File: config.mk
export PLATFORM = sky130hd
export DESIGN_NAME = mem_bubble_sorter_flat
export DESIGN_NICKNAME = d
export VERILOG_FILES = /design/src/rtl/mem_bubble_sorter_if.sv /design/src/rtl/mem_bubble_sorter.sv /design/src/flat_wrapper.sv
export SDC_FILE = /design/constraint.sdc
export NUM_CORES = 1
export LEC_CHECK = 0
export CAP_MARGIN = 20
export CORE_ASPECT_RATIO = 1.1
export CORE_MARGIN = 3
export CORE_UTILIZATION = 50
export CTS_BUF_LIST = sky130_fd_sc_hd__clkbuf_2 sky130_fd_sc_hd__clkbuf_4 sky130_fd_sc_hd__clkbuf_8
export CTS_CLUSTER_DIAMETER = 200
export CTS_CLUSTER_SIZE = 25
export DETAILED_ROUTE_END_ITERATION = 8
export PLACE_DENSITY_LB_ADDON = 0.3
export SYNTH_ARGS = -nofsm -noshare
export SYNTH_HDL_FRONTEND = slang
export SYNTH_SLANG_ARGS = --single-unit
File: constraint.sdc
create_clock -name clk -period 4.9 [get_ports clk]
set_clock_uncertainty 0.15 [all_clocks]
set_input_delay 0.49 -clock clk [delete_from_list [all_inputs] [get_ports clk]]
set_output_delay 0.49 -clock clk [all_outputs]
set_load 0.05 [all_outputs]
File: src/rtl/mem_bubble_sorter_if.sv
// mem_bubble_sorter_if
// Single-port word-memory bus between the sorter and the memory block.
//   addr     word address (ADDR_LEN bits), driven by the sorter
//   wr_req   write strobe, driven by the sorter
//   wr_data  write word, driven by the sorter
//   rd_data  registered read word for the address presented the previous cycle
// Modports: master = sorter side, slave = memory side.
interface mem_bubble_sorter_if #(
    parameter int unsigned ADDR_LEN = 11
);
    logic [ADDR_LEN-1:0] addr;
    logic                wr_req;
    logic [31:0]         wr_data;
    logic [31:0]         rd_data;

    modport master (
        output addr,
        output wr_req,
        output wr_data,
        input  rd_data
    );

    modport slave (
        input  addr,
        input  wr_req,
        input  wr_data,
        output rd_data
    );
endinterface

File: src/rtl/mem_bubble_sorter.sv
// mem_bubble_sorter
// Sorts words BASE..BASE+N-1 of the attached single-port memory in place, ascending unsigned,
// using bubble sort that stops early after a pass with no swaps. Equal words are never swapped.
// Ports:
//   clk, rst        clock; asynchronous active-high reset
//   i_start         begin a sort (sampled only while idle)
//   o_busy          high whenever not idle
//   o_done          one-cycle pulse at the end of a sort
//   o_swap_count    swaps in the current/last sort (saturating)
//   o_pass_count    passes in the current/last sort (saturating)
//   mem             memory bus (master side)
module mem_bubble_sorter #(
    parameter int unsigned ADDR_LEN = 11,
    parameter int unsigned BASE     = 0,
    parameter int unsigned N        = 256
) (
    input  logic                       clk,
    input  logic                       rst,
    input  logic                       i_start,
    output logic                       o_busy,
    output logic                       o_done,
    output logic [31:0]                o_swap_count,
    output logic [15:0]                o_pass_count,
    mem_bubble_sorter_if.master        mem
);

    localparam int unsigned IDX_W = ADDR_LEN + 1;

    localparam logic [IDX_W-1:0]    IDX_ONE   = IDX_W'(1);
    localparam logic [IDX_W-1:0]    LAST_INIT = IDX_W'(N - 1);
    localparam logic [ADDR_LEN-1:0] BASE_A    = ADDR_LEN'(BASE);

    typedef enum logic [2:0] {
        StIdle,
        StRdA,
        StRdB,
        StCmp,
        StWrLo,
        StWrHi,
        StEndPass,
        StDone
    } state_e;

    state_e           r_state;
    logic [IDX_W-1:0] r_i;
    logic [IDX_W-1:0] r_last;
    logic [31:0]      r_a;
    logic [31:0]      r_b;
    logic             r_swapped;
    logic [31:0]      r_swap_count;
    logic [15:0]      r_pass_count;

    logic [IDX_W-1:0]    w_i_next;
    logic                w_last_pair;
    logic [ADDR_LEN-1:0] w_addr_lo;
    logic [ADDR_LEN-1:0] w_addr_hi;

    assign w_i_next    = r_i + IDX_ONE;
    assign w_last_pair = (w_i_next == r_last);
    // Addresses wrap modulo the memory size.
    assign w_addr_lo   = BASE_A + r_i[ADDR_LEN-1:0];
    assign w_addr_hi   = BASE_A + w_i_next[ADDR_LEN-1:0];

    always_ff @(posedge clk or posedge rst) begin
        if (rst) begin
            r_state      <= StIdle;
            r_i          <= '0;
            r_last       <= '0;
            r_a          <= '0;
            r_b          <= '0;
            r_swapped    <= 1'b0;
            r_swap_count <= '0;
            r_pass_count <= '0;
        end else begin
            unique case (r_state)
                StIdle: begin
                    if (i_start) begin
                        r_i          <= '0;
                        r_last       <= LAST_INIT;
                        r_swapped    <= 1'b0;
                        r_swap_count <= '0;
                        r_pass_count <= '0;
                        r_state      <= StRdA;
                    end
                end
                StRdA: begin
                    r_state <= StRdB;
                end
                StRdB: begin
                    // Read data now holds a[i] from the RD_A address.
                    r_a     <= mem.rd_data;
                    r_state <= StCmp;
                end
                StCmp: begin
                    // Read data now holds a[i+1]; strict compare keeps the sort stable.
                    if (r_a > mem.rd_data) begin
                        r_b     <= mem.rd_data;
                        r_state <= StWrLo;
                    end else if (w_last_pair) begin
                        r_state <= StEndPass;
                    end else begin
                        r_i     <= w_i_next;
                        r_state <= StRdA;
                    end
                end
                StWrLo: begin
                    r_state <= StWrHi;
                end
                StWrHi: begin
                    r_swapped <= 1'b1;
                    if (r_swap_count != '1) begin
                        r_swap_count <= r_swap_count + 32'd1;
                    end
                    if (w_last_pair) begin
                        r_state <= StEndPass;
                    end else begin
                        r_i     <= w_i_next;
                        r_state <= StRdA;
                    end
                end
                StEndPass: begin
                    if (r_pass_count != '1) begin
                        r_pass_count <= r_pass_count + 16'd1;
                    end
                    if (!r_swapped || (r_last == IDX_ONE)) begin
                        r_state <= StDone;
                    end else begin
                        r_last    <= r_last - IDX_ONE;
                        r_i       <= '0;
                        r_swapped <= 1'b0;
                        r_state   <= StRdA;
                    end
                end
                StDone: begin
                    r_state <= StIdle;
                end
                default: begin
                    r_state <= StIdle;
                end
            endcase
        end
    end

    // Moore decode: outputs depend only on registered state, so reset clears them at once.
    always_comb begin
        mem.addr    = BASE_A;
        mem.wr_req  = 1'b0;
        mem.wr_data = '0;
        unique case (r_state)
            StIdle:    mem.addr = BASE_A;
            StRdA:     mem.addr = w_addr_lo;
            StRdB:     mem.addr = w_addr_hi;
            StCmp:     mem.addr = w_addr_hi;
            StWrLo: begin
                mem.addr    = w_addr_lo;
                mem.wr_req  = 1'b1;
                mem.wr_data = r_b;
            end
            StWrHi: begin
                mem.addr    = w_addr_hi;
                mem.wr_req  = 1'b1;
                mem.wr_data = r_a;
            end
            StEndPass: mem.addr = w_addr_lo;
            StDone:    mem.addr = w_addr_lo;
            default:   mem.addr = BASE_A;
        endcase
    end

    assign o_busy       = (r_state != StIdle);
    assign o_done       = (r_state == StDone);
    assign o_swap_count = r_swap_count;
    assign o_pass_count = r_pass_count;

endmodule
File: src/flat_wrapper.sv
// flat-port wrapper written by rule: the top's interface ports become plain ports
module mem_bubble_sorter_flat 
#(
    parameter int unsigned ADDR_LEN = 11,
    parameter int unsigned BASE     = 0,
    parameter int unsigned N        = 256
)
  (clk, rst, i_start, o_busy, o_done, o_swap_count, o_pass_count, mem_addr, mem_wr_req, mem_wr_data, mem_rd_data);
  mem_bubble_sorter_if #(.ADDR_LEN(ADDR_LEN)) mem_i ();
  input  logic clk;
  input  logic rst;
  input  logic i_start;
  output logic o_busy;
  output logic o_done;
  output logic [31:0] o_swap_count;
  output logic [15:0] o_pass_count;
  output wire logic [$bits(mem_i.addr)-1:0] mem_addr;
  output wire logic [$bits(mem_i.wr_req)-1:0] mem_wr_req;
  output wire logic [$bits(mem_i.wr_data)-1:0] mem_wr_data;
  input wire logic [$bits(mem_i.rd_data)-1:0] mem_rd_data;
  assign mem_addr = mem_i.addr;
  assign mem_wr_req = mem_i.wr_req;
  assign mem_wr_data = mem_i.wr_data;
  assign mem_i.rd_data = mem_rd_data;
  mem_bubble_sorter #(.ADDR_LEN(ADDR_LEN), .BASE(BASE), .N(N)) u_core (.clk(clk), .rst(rst), .i_start(i_start), .o_busy(o_busy), .o_done(o_done), .o_swap_count(o_swap_count), .o_pass_count(o_pass_count), .mem(mem_i));
endmodule
==> qor.csv, run 1 <==
stage,metric,value,unit
outcome,outcome,completed,
place,placed_area,9810,sq um
routing,wl_per_cell,16.4,um
clocking,clock_latency,0.46,ns
global_routing,track_usage,23.1,%
setup_path,cpMostUsedCell,nor2_1,
setup_path,critical_path_buf_inv_count,2,
sta,tightestPinTransition,0.957,ns
clocking,cts.reportedPaths.clkPinSlew,0.08,ns
yosys,synth_cells,918,
clocking,cts_hold_buf,0,
routing,vias_per_cell,5.70,
yosys,synth_top_family_by_area,simple AND/OR/NAND/NOR gates,
final_layout,insertedDiodeCount,0,
setup_path,critical-path-max-stage-delay,0.86,ns
setup_path,cp.depth,8,
yosys,synth.ff_latch_count,140,
global_routing,grt_pass1_vias,6898,
place,gp_congestion,0.857,
yosys,synth.most_common_cell,dfrtp_1,
yosys,yosysTopAreaCell,dfrtp_1,
yosys,synth_edf_count,0,
yosys,yosysWarningCount,0,
routing,route.met2.wl,9.90,mm
die,core_area,16400,sq um
place,io_buffers,128,
setup_path,endpoint_kind,output port,
place,dpl_worst_slack,1.01,ns
yosys,muxShareOfSynthArea,8.49,%
sta,setup_viol,0,
global_routing,grt_first_pass_wirelength,34.2,mm
yosys,synthTopCellsByCount,"140 x dfrtp_1, 111 x nor2_1, 106 x nand2_1, 50 x inv_1, 49 x o21ai_0",
setup_path,critPathSlowestCell,clkdlybuf4s50_1,
sta,setup_tns,0,ns
final_layout,finish.net_count,1100,
setup_path,start_kind,register,
power,cellPowerDensity,530,nW/um^2
global_routing,grt_start_max_net_pins,68,
setup_path,reg2regPathDepth,8,
clocking,cts_sinks,140,
sta,fmax,256,MHz
clocking,post_cts_buffers,0,
yosys,synthDominantCellAreaShare,41.8,%
global_routing,grt_antenna_before_repair,0,
routing,drt_iter0_drc,526,
yosys,synth_xor_area_share,6.79,%
final_layout,final_area,10300,sq um
yosys,synth.avg_cell_area,9.14,sq um
yosys,synth_cell_types,72,
yosys,yosys.area_share.simple,21.5,%
setup_path,path_cells,"inv_1, nand2_1, nor2_1, nor2_1, nor2_1, nor2_1, a211oi_1, clkdlybuf4s50_1",
setup_path,crit_fanout,14,
final_layout,area_delta_synth_final,22.9,%
power,vdd_ir_drop_max,0.000277,V
die,die_h,142,um
sta,hold_violations,0,
yosys,synth_fp_nets,990,
sta,fin_crit_sh,79.8,%
routing,wl_met1,9.21,mm
sta,drv_slew,0,
sta,slew_headroom,36.1,%
routing,dr.max_layer_used,met4,
die,pin_count,129,
final_layout,drive_gt1_share,9.41,%
clocking,clockRootBuffer,clkbuf_8,
flow_run,maxCapViolCount,0,
clocking,cts_resized,0,
place,dp_hpwl,14.2,mm
die,row_count,49,
clocking,cts_tree,built,
yosys,synth_fa_ha_area_share,5.52,%
setup_path,r2r_start,u_core.r_state[0],
yosys,yosys-top-cells-area,"dfrtp_1 42%, ha_1 5.5%, nor2_1 5.0%",
setup_path,endpoint,mem_addr[4],
setup_path,crit_arrival,3.27,ns
routing,routed_wl,20.4,mm
yosys,postSynth.asyncResetShare,100,%
final_layout,fillers,1317,
clocking,cts_buffers,17,
sta,finalCriticalPeriod,3.91,ns
die,die_area,18400,sq um
routing,postRouteAntennaNets,0,
routing,drc,0,
clocking,clockBufferDepth,2,
yosys,synth_compound_area_share,10.9,%
routing,detail_route.first_pass.iterations,7,
setup_path,required,4.26,ns
routing,dr_wl_met3,995,um
global_routing,overflow,0,
routing,vias,7091,
clocking,htree_num_levels,4,
setup_path,crit_type,register to output port,
min_path,hold_class,input pin to async pin,
sta,rsz0062_at_grt,no,
setup_path,reg2reg_to,u_core.o_swap_count[25],
sta,setup_slack,0.991,ns
setup_path,r2r_setup_slack,1.47,ns
power,leakagePower,4.38,nW
die,die_x,129,um
yosys,synth-seq-area-share,41.8,%
setup_path,cp_top_family,buffers and inverters,
yosys,synth_area,8390,sq um
yosys,synth_flop_cell,dfrtp_1,
setup_path,cp-startpoint,u_core.r_state[1],
die,start_util,51.2,%
kinds of logic after synthesis:
logic type      after synthesis
compound gates              141
xor+xnor                     65
fa+ha+maj                    37
buf+inv                      98
flops                       140
mux                          67
simple gates                370
layout make-up:
class                           count  area, sq um  area share [%]
Clock inverter                     12          241            2.34
Tap cell                          204          255            2.48
Timing Repair Buffer              138         1370            13.3
Clock buffer                       20          263            2.55
Multi-Input combinational cell    680         4480            43.5
Inverter                           51          196            1.91
Sequential cell                   140         3500            34.0
routing by layer:
layer	GRT usage, %	up-vias
li1	-	3441
met3	4.44	29
met2	36.6	197
met5	0	-
met4	6.73	0
met1	32.5	3424
worst reg2reg max path, cell delays in order (launching register included):
cell	delay [ns]
dfrtp_2	0.40
buf_4	0.34
or4b_1	0.83
a21oi_2	0.30
and2_1	0.19
nand4_1	0.40
or3_1	0.48
xnor2_1	0.15
nor2_1	0.05
registers in the layout, indices dropped and copies added, names as in the netlist:
signal,flops
u_core.r_a,32
u_core.o_swap_count,32
u_core.r_swapped,1
u_core.r_state,3
u_core.r_last,12
u_core.r_i,12
u_core.r_b,32
u_core.o_pass_count,16
per-stage QoR:
| stage | power (mW) | cells | util, % | hold slack [ns] |
|---|---|---|---|---|
| after floorplan | 3.61 | 918 | - | 0.299 |
| after global placement | 4.24 | 1213 | 59.9 | 0.313 |
| after detailed placement | 4.30 | 1213 | 59.9 | 0.320 |
| after CTS | 5.49 | 1245 | 63.0 | 0.337 |
| after global routing | 5.82 | 1245 | 63.0 | 0.354 |
| final | 5.47 | 1245 | 63.0 | 0.330 |
cells in the final DEF, fill, tap and decap left out, drive strengths merged, types with 15 or more instances in the layout:
cell             n
dfrtp          140
clkdlybuf4s50  128
nor2           111
nand2          106
o21ai           51
inv             50
xnor2           41
ha              37
mux2i           34
nand3           34
mux2            33
a21oi           30
nand4           27
xor2            24
clkbuf          20
nor4            15
nor3            15
worst min-delay path by stage:
stage                               from                 endpoint  cells after the start
final                                rst  u_core.o_swap_count[19]                      2
after global routing      u_core.r_b[31]           u_core.r_b[31]                      2
after CTS                 u_core.r_b[31]           u_core.r_b[31]                      2
after detailed placement  u_core.r_b[31]           u_core.r_b[31]                      2
after global placement     u_core.r_b[3]            u_core.r_b[3]                      2
after floorplan           u_core.r_b[10]           u_core.r_b[10]                      2
where the power goes:
group	switching [mW]	internal, mW
clock network	0.450	0.731
registers	0.344	1.50
logic	1.48	0.965
Note: power is estimated with default switching activity, not from simulation.
==> run 2, diff against run 1 <==
==> constraint.sdc (replaced) <==
create_clock -name clk -period 4.1 [get_ports clk]
set_clock_uncertainty 0.15 [all_clocks]
set_input_delay 0.41 -clock clk [delete_from_list [all_inputs] [get_ports clk]]
set_output_delay 0.41 -clock clk [all_outputs]
set_load 0.05 [all_outputs]
==> run 2 against run 1 <==
- global-route usage shrank 0.35 points
- critical path depth shrank 1
- clock-buffer cell count grew 1
- critical endpoint unchanged
- largest power group unchanged
==> qor.csv, run 2 (synthesis results as in run 1) <==
stage,metric,value,unit
outcome,outcome,completed,
final_layout,multi_input_area,4480,sq um
final_layout,area_delta_synth_final,23.6,%
setup_path,r2r_start,u_core.r_i[0],
final_layout,insertedDiodeCount,0,
power,cellPowerDensity,618,nW/um^2
place,place_inst,1216,
setup_path,required,3.54,ns
clocking,cts_tree,built,
clocking,clock_latency,0.45,ns
die,core_area,16400,sq um
clocking,cts_buffers,17,
global_routing,grt_pass1_vias,6837,
global_routing,overflow,0,
setup_path,cpMostUsedCell,nor2_1,
global_routing,grt_antenna_before_repair,0,
power,leakagePower,4.40,nW
die,row_count,49,
clocking,clockBufferDepth,2,
setup_path,crit_type,register to output port,
final_layout,fillers,1339,
setup_path,path_cells,"clkinv_1, nor2_1, nor2_1, nor2_1, nor2_1, a211oi_1, buf_12",
clocking,htree_num_levels,4,
sta,drv_slew,0,
final_layout,finish.net_count,1104,
routing,vias_per_cell,5.70,
sta,tightestPinTransition,0.736,ns
final_layout,final_common_cell,dfrtp_1,
sta,fmax,274,MHz
final_layout,drive_gt1_share,10.5,%
routing,vias,7115,
sta,slew_headroom,50.8,%
die,start_util,51.2,%
final_layout,final_cell_mix,"139 x dfrtp_1, 120 x clkdlybuf4s50_1, 110 x nor2_1",
clocking,clockRootBuffer,clkbuf_8,
routing,drc,0,
die,die_area,18400,sq um
clocking,cts_sinks,140,
flow_run,maxCapViolCount,0,
setup_path,critPathSlowestCell,dfrtp_2,
sta,fin_crit_sh,88.9,%
die,die_x,129,um
clocking,post_cts_buffers,0,
die,pin_count,129,
power,sw_frac_of_total,42.4,%
global_routing,grt_first_pass_wirelength,33.8,mm
global_routing,grt_start_max_net_pins,51,
global_routing,track_usage,22.8,%
setup_path,reg2regPathDepth,8,
setup_path,critical-path-max-stage-delay,0.70,ns
routing,drt_iter0_drc,494,
power,clkPwrFrac,19.4,%
power,sequentialPowerShare,34.7,%
setup_path,endpoint_kind,output port,
power,p_sw,2.72,mW
place,gp_congestion,0.871,
clocking,cts.reportedPaths.clkPinSlew,0.08,ns
sta,finalCriticalPeriod,3.65,ns
setup_path,cp-startpoint,u_core.r_state[0],
sta,hold_violations,0,
place,dp_hpwl,14.5,mm
final_layout,fin_cells,1249,
setup_path,crit_arrival,3.09,ns
setup_path,start_kind,register,
final_layout,ff_latch_area,3500,sq um
power,intPower,3.69,mW
clocking,cts_resized,0,
power,vdd_ir_drop_max,0.000399,V
sta,rsz0062_at_grt,no,
min_path,hold_class,input pin to async pin,
die,die_h,142,um
place,io_buffers,128,
routing,detail_route.first_pass.iterations,5,
setup_path,crit_fanout,20,
sta,setup_tns,0,ns
routing,wl_per_cell,16.4,um
routing,routed_wl,20.5,mm
power,combPwrFrac,45.8,%
sta,setup_viol,0,
routing,postRouteAntennaNets,0,
clocking,cts_hold_buf,0,
run 2: cell type report:
cell class	instances	area share, %
clock buffer	21	2.67
clock inverter	11	1.60
inverter	51	1.88
multi-input combinational	680	43.2
sequential	140	33.8
tap	204	2.46
timing repair buffer	142	14.4
run 2: power by group through the flow:
stage / clock [mW] / sequential (mW) / combinational (mW)
floorplan: 0 / 2.17 / 2.14
global placement: 0 / 2.23 / 2.89
detailed placement: 0 / 2.24 / 2.94
CTS: 1.26 / 2.22 / 2.96
global route: 1.32 / 2.29 / 3.22
finish: 1.25 / 2.23 / 2.94
run 2: worst paths after layout:
kind / to / slack [ns]
worst max register to register: u_core.r_i[7] / 0.75
worst max-delay path: mem_addr[4] / 0.45
min in group clk: u_core.r_b[19] / 0.33
worst min register to register: u_core.r_b[19] / 0.33
max in group asynchronous: u_core.r_a[3] / 2.72
worst min-delay path: u_core.r_a[29] / 0.18
run 2: stage by stage:
stage	setup WS, ns	cell area [sq um]	util, %	hold slack, ns	total power [mW]
after floorplan	0.983	8390	-	0.299	4.31
after global placement	0.764	9910	60.5	0.310	5.12
after detailed placement	0.619	9910	60.5	0.319	5.19
after CTS	0.481	10400	63.2	0.336	6.44
after global routing	0.262	10400	63.4	0.190	6.84
final	0.454	10400	63.4	0.179	6.41
run 2: layer usage:
layer  vias up  GRT usage, %  share of wire, %
met2       200          37.0                48
met5         -             0                 0
met1      3436          31.1                45
li1       3444             -                 -
met4         0          6.67               1.7
met3        35          4.41               4.8
run 2: worst max-delay path: cells and delay by family (launching register included):
kind                   cells  cell delay, ns
flip-flops                 1            0.70
buffers and inverters      2            0.60
AND/OR/NAND/NOR            4            0.92
AO/OA/AOI/OAI              1            0.43
==> run 3, diff against run 2 <==
--- a/config.mk
+++ b/config.mk
@@ -14,6 +14,7 @@
 export CTS_CLUSTER_SIZE = 25
 export DETAILED_ROUTE_END_ITERATION = 8
 export PLACE_DENSITY_LB_ADDON = 0.3
+export SLEW_MARGIN = 30
 export SYNTH_ARGS = -nofsm -noshare
 export SYNTH_HDL_FRONTEND = slang
 export SYNTH_SLANG_ARGS = --single-unit
==> run 3 against run 2 <==
- via count fell by 0.48%
- sequential share of layout area rose by 0.27 points
- cell area fell by 0.80%
- worst setup slack improved by 0.036 ns
- first-iteration DRC count rose by 5.1%
- critical path type unchanged
- critical endpoint is now mem_addr[0]
- largest power group unchanged
==> qor.csv, run 3 (synthesis results as in run 1) <==
stage,metric,value,unit
final_layout,drive_gt1_share,10.4,%
die,row_count,49,
global_routing,grt_pass1_vias,6893,
setup_path,r2r_start,u_core.r_i[0],
sta,setup_tns,0,ns
setup_path,crit_fanout,20,
final_layout,final_area,10300,sq um
final_layout,final_cell_mix,"139 x dfrtp_1, 120 x clkdlybuf4s50_1, 110 x nor2_1",
sta,timing.hold.ws,0.167,ns
power,clkPwrFrac,16.8,%
routing,drt_iter0_drc,519,
outcome,outcome,completed,
sta,fmax,277,MHz
place,gp_congestion,0.871,
clocking,post_cts_buffers,0,
clocking,cts_hold_buf,0,
global_routing,overflow,0,
routing,wl_per_cell,16.3,um
sta,hold_violations,0,
sta,finalCriticalPeriod,3.61,ns
routing,detail_route.first_pass.iterations,4,
setup_path,endpoint_kind,output port,
power,sw_frac_of_total,43.8,%
sta,slew_headroom,52.0,%
global_routing,track_usage,22.9,%
clocking,clockBufferDepth,2,
setup_path,start_kind,register,
clocking,cts_tree,built,
final_layout,final_common_cell,dfrtp_1,
final_layout,fillers,1346,
clocking,clockRootBuffer,clkbuf_8,
die,die_x,129,um
power,cellPowerDensity,603,nW/um^2
sta,fin_crit_sh,88.1,%
clocking,cts_resized,0,
setup_path,required,3.54,ns
die,pin_count,129,
global_routing,grt_first_pass_wirelength,33.9,mm
die,die_area,18400,sq um
final_layout,insertedDiodeCount,0,
power,vdd_ir_drop_max,0.000408,V
routing,routed_wl,20.3,mm
setup_path,crit_arrival,3.05,ns
clocking,cts.reportedPaths.clkPinSlew,0.08,ns
setup_path,crit_type,register to output port,
setup_path,cp-startpoint,u_core.r_state[0],
die,start_util,51.2,%
routing,vias,7081,
power,intPower,3.48,mW
routing,vias_per_cell,5.67,
clocking,htree_num_levels,4,
min_path,hold_class,input pin to async pin,
power,p_sw,2.72,mW
global_routing,grt_start_max_net_pins,51,
final_layout,finish.net_count,1104,
routing,drc,0,
power,combPwrFrac,47.3,%
power,leakagePower,4.36,nW
sta,rsz0062_at_grt,no,
place,placed_area,9930,sq um
die,core_area,16400,sq um
power,sequentialPowerShare,35.9,%
global_routing,grt_antenna_before_repair,0,
setup_path,r2r_setup_slack,0.83,ns
clocking,cts_buffers,17,
flow_run,maxCapViolCount,0,
place,dp_hpwl,14.6,mm
routing,postRouteAntennaNets,0,
final_layout,area_delta_synth_final,22.7,%
die,die_h,142,um
clocking,clock_latency,0.45,ns
sta,setup_viol,0,
place,io_buffers,128,
clocking,cts_sinks,140,
sta,drv_slew,0,
sta,tightestPinTransition,0.717,ns
==> run 3: worst max-delay path, cell delays in order, from the launching register on <==
cell	delay, ns
dfrtp_2	0.70
clkinv_1	0.40
nor2_1	0.31
xnor2_1	0.10
a21oi_1	0.24
clkdlybuf4s50_1	0.85
==> run 3: stage by stage <==
step	util, %	power, mW	std cells	setup slack, ns
after floorplan	-	4.31	918	0.983
after global placement	60.5	5.12	1216	0.764
after detailed placement	60.7	5.19	1217	0.630
after CTS	62.9	6.23	1248	0.467
after global routing	62.9	6.64	1248	0.207
final	62.9	6.20	1248	0.490
==> run 3: power by group through the flow <==
| stage | Combinational (mW) | Sequential [mW] | Clock (mW) |
|---|---|---|---|
| 3_3_place_gp | 2.89 | 2.23 | 0 |
| 2_1_floorplan | 2.14 | 2.17 | 0 |
| 5_1_grt | 3.22 | 2.29 | 1.12 |
| 3_5_place_dp | 2.95 | 2.24 | 0 |
| 6_report | 2.93 | 2.23 | 1.04 |
| 4_1_cts | 2.95 | 2.22 | 1.06 |
==> run 3: layout make-up <==
type | instances | area, sq um | area share, %
Multi-Input combinational cell | 680 | 4480 | 43.6
Tap cell | 204 | 255 | 2.48
Sequential cell | 140 | 3500 | 34.1
Clock buffer | 20 | 263 | 2.55
Timing Repair Buffer | 142 | 1490 | 14.5
Inverter | 51 | 195 | 1.90
Clock inverter | 11 | 97.6 | 0.949
==> run 3: path summary, 6_finish.rpt <==
path	endpoint	depth (start not counted)
setup reg to reg	u_core.r_i[7]	8
min in group clk	u_core.r_b[19]	2
max in group asynchronous	u_core.o_swap_count[11]	4
setup / recovery	mem_addr[0]	5
hold / removal	u_core.r_a[16]	2
hold reg to reg	u_core.r_b[19]	2
==> run 3: metal layers <==
metal,vias to the layer above,wire (um),global-route usage (%)
met5,-,0,0
met4,0,447,7.22
met3,42,769,4.44
met2,166,9830,36.8
met1,3432,9240,31.3
li1,3441,-,-
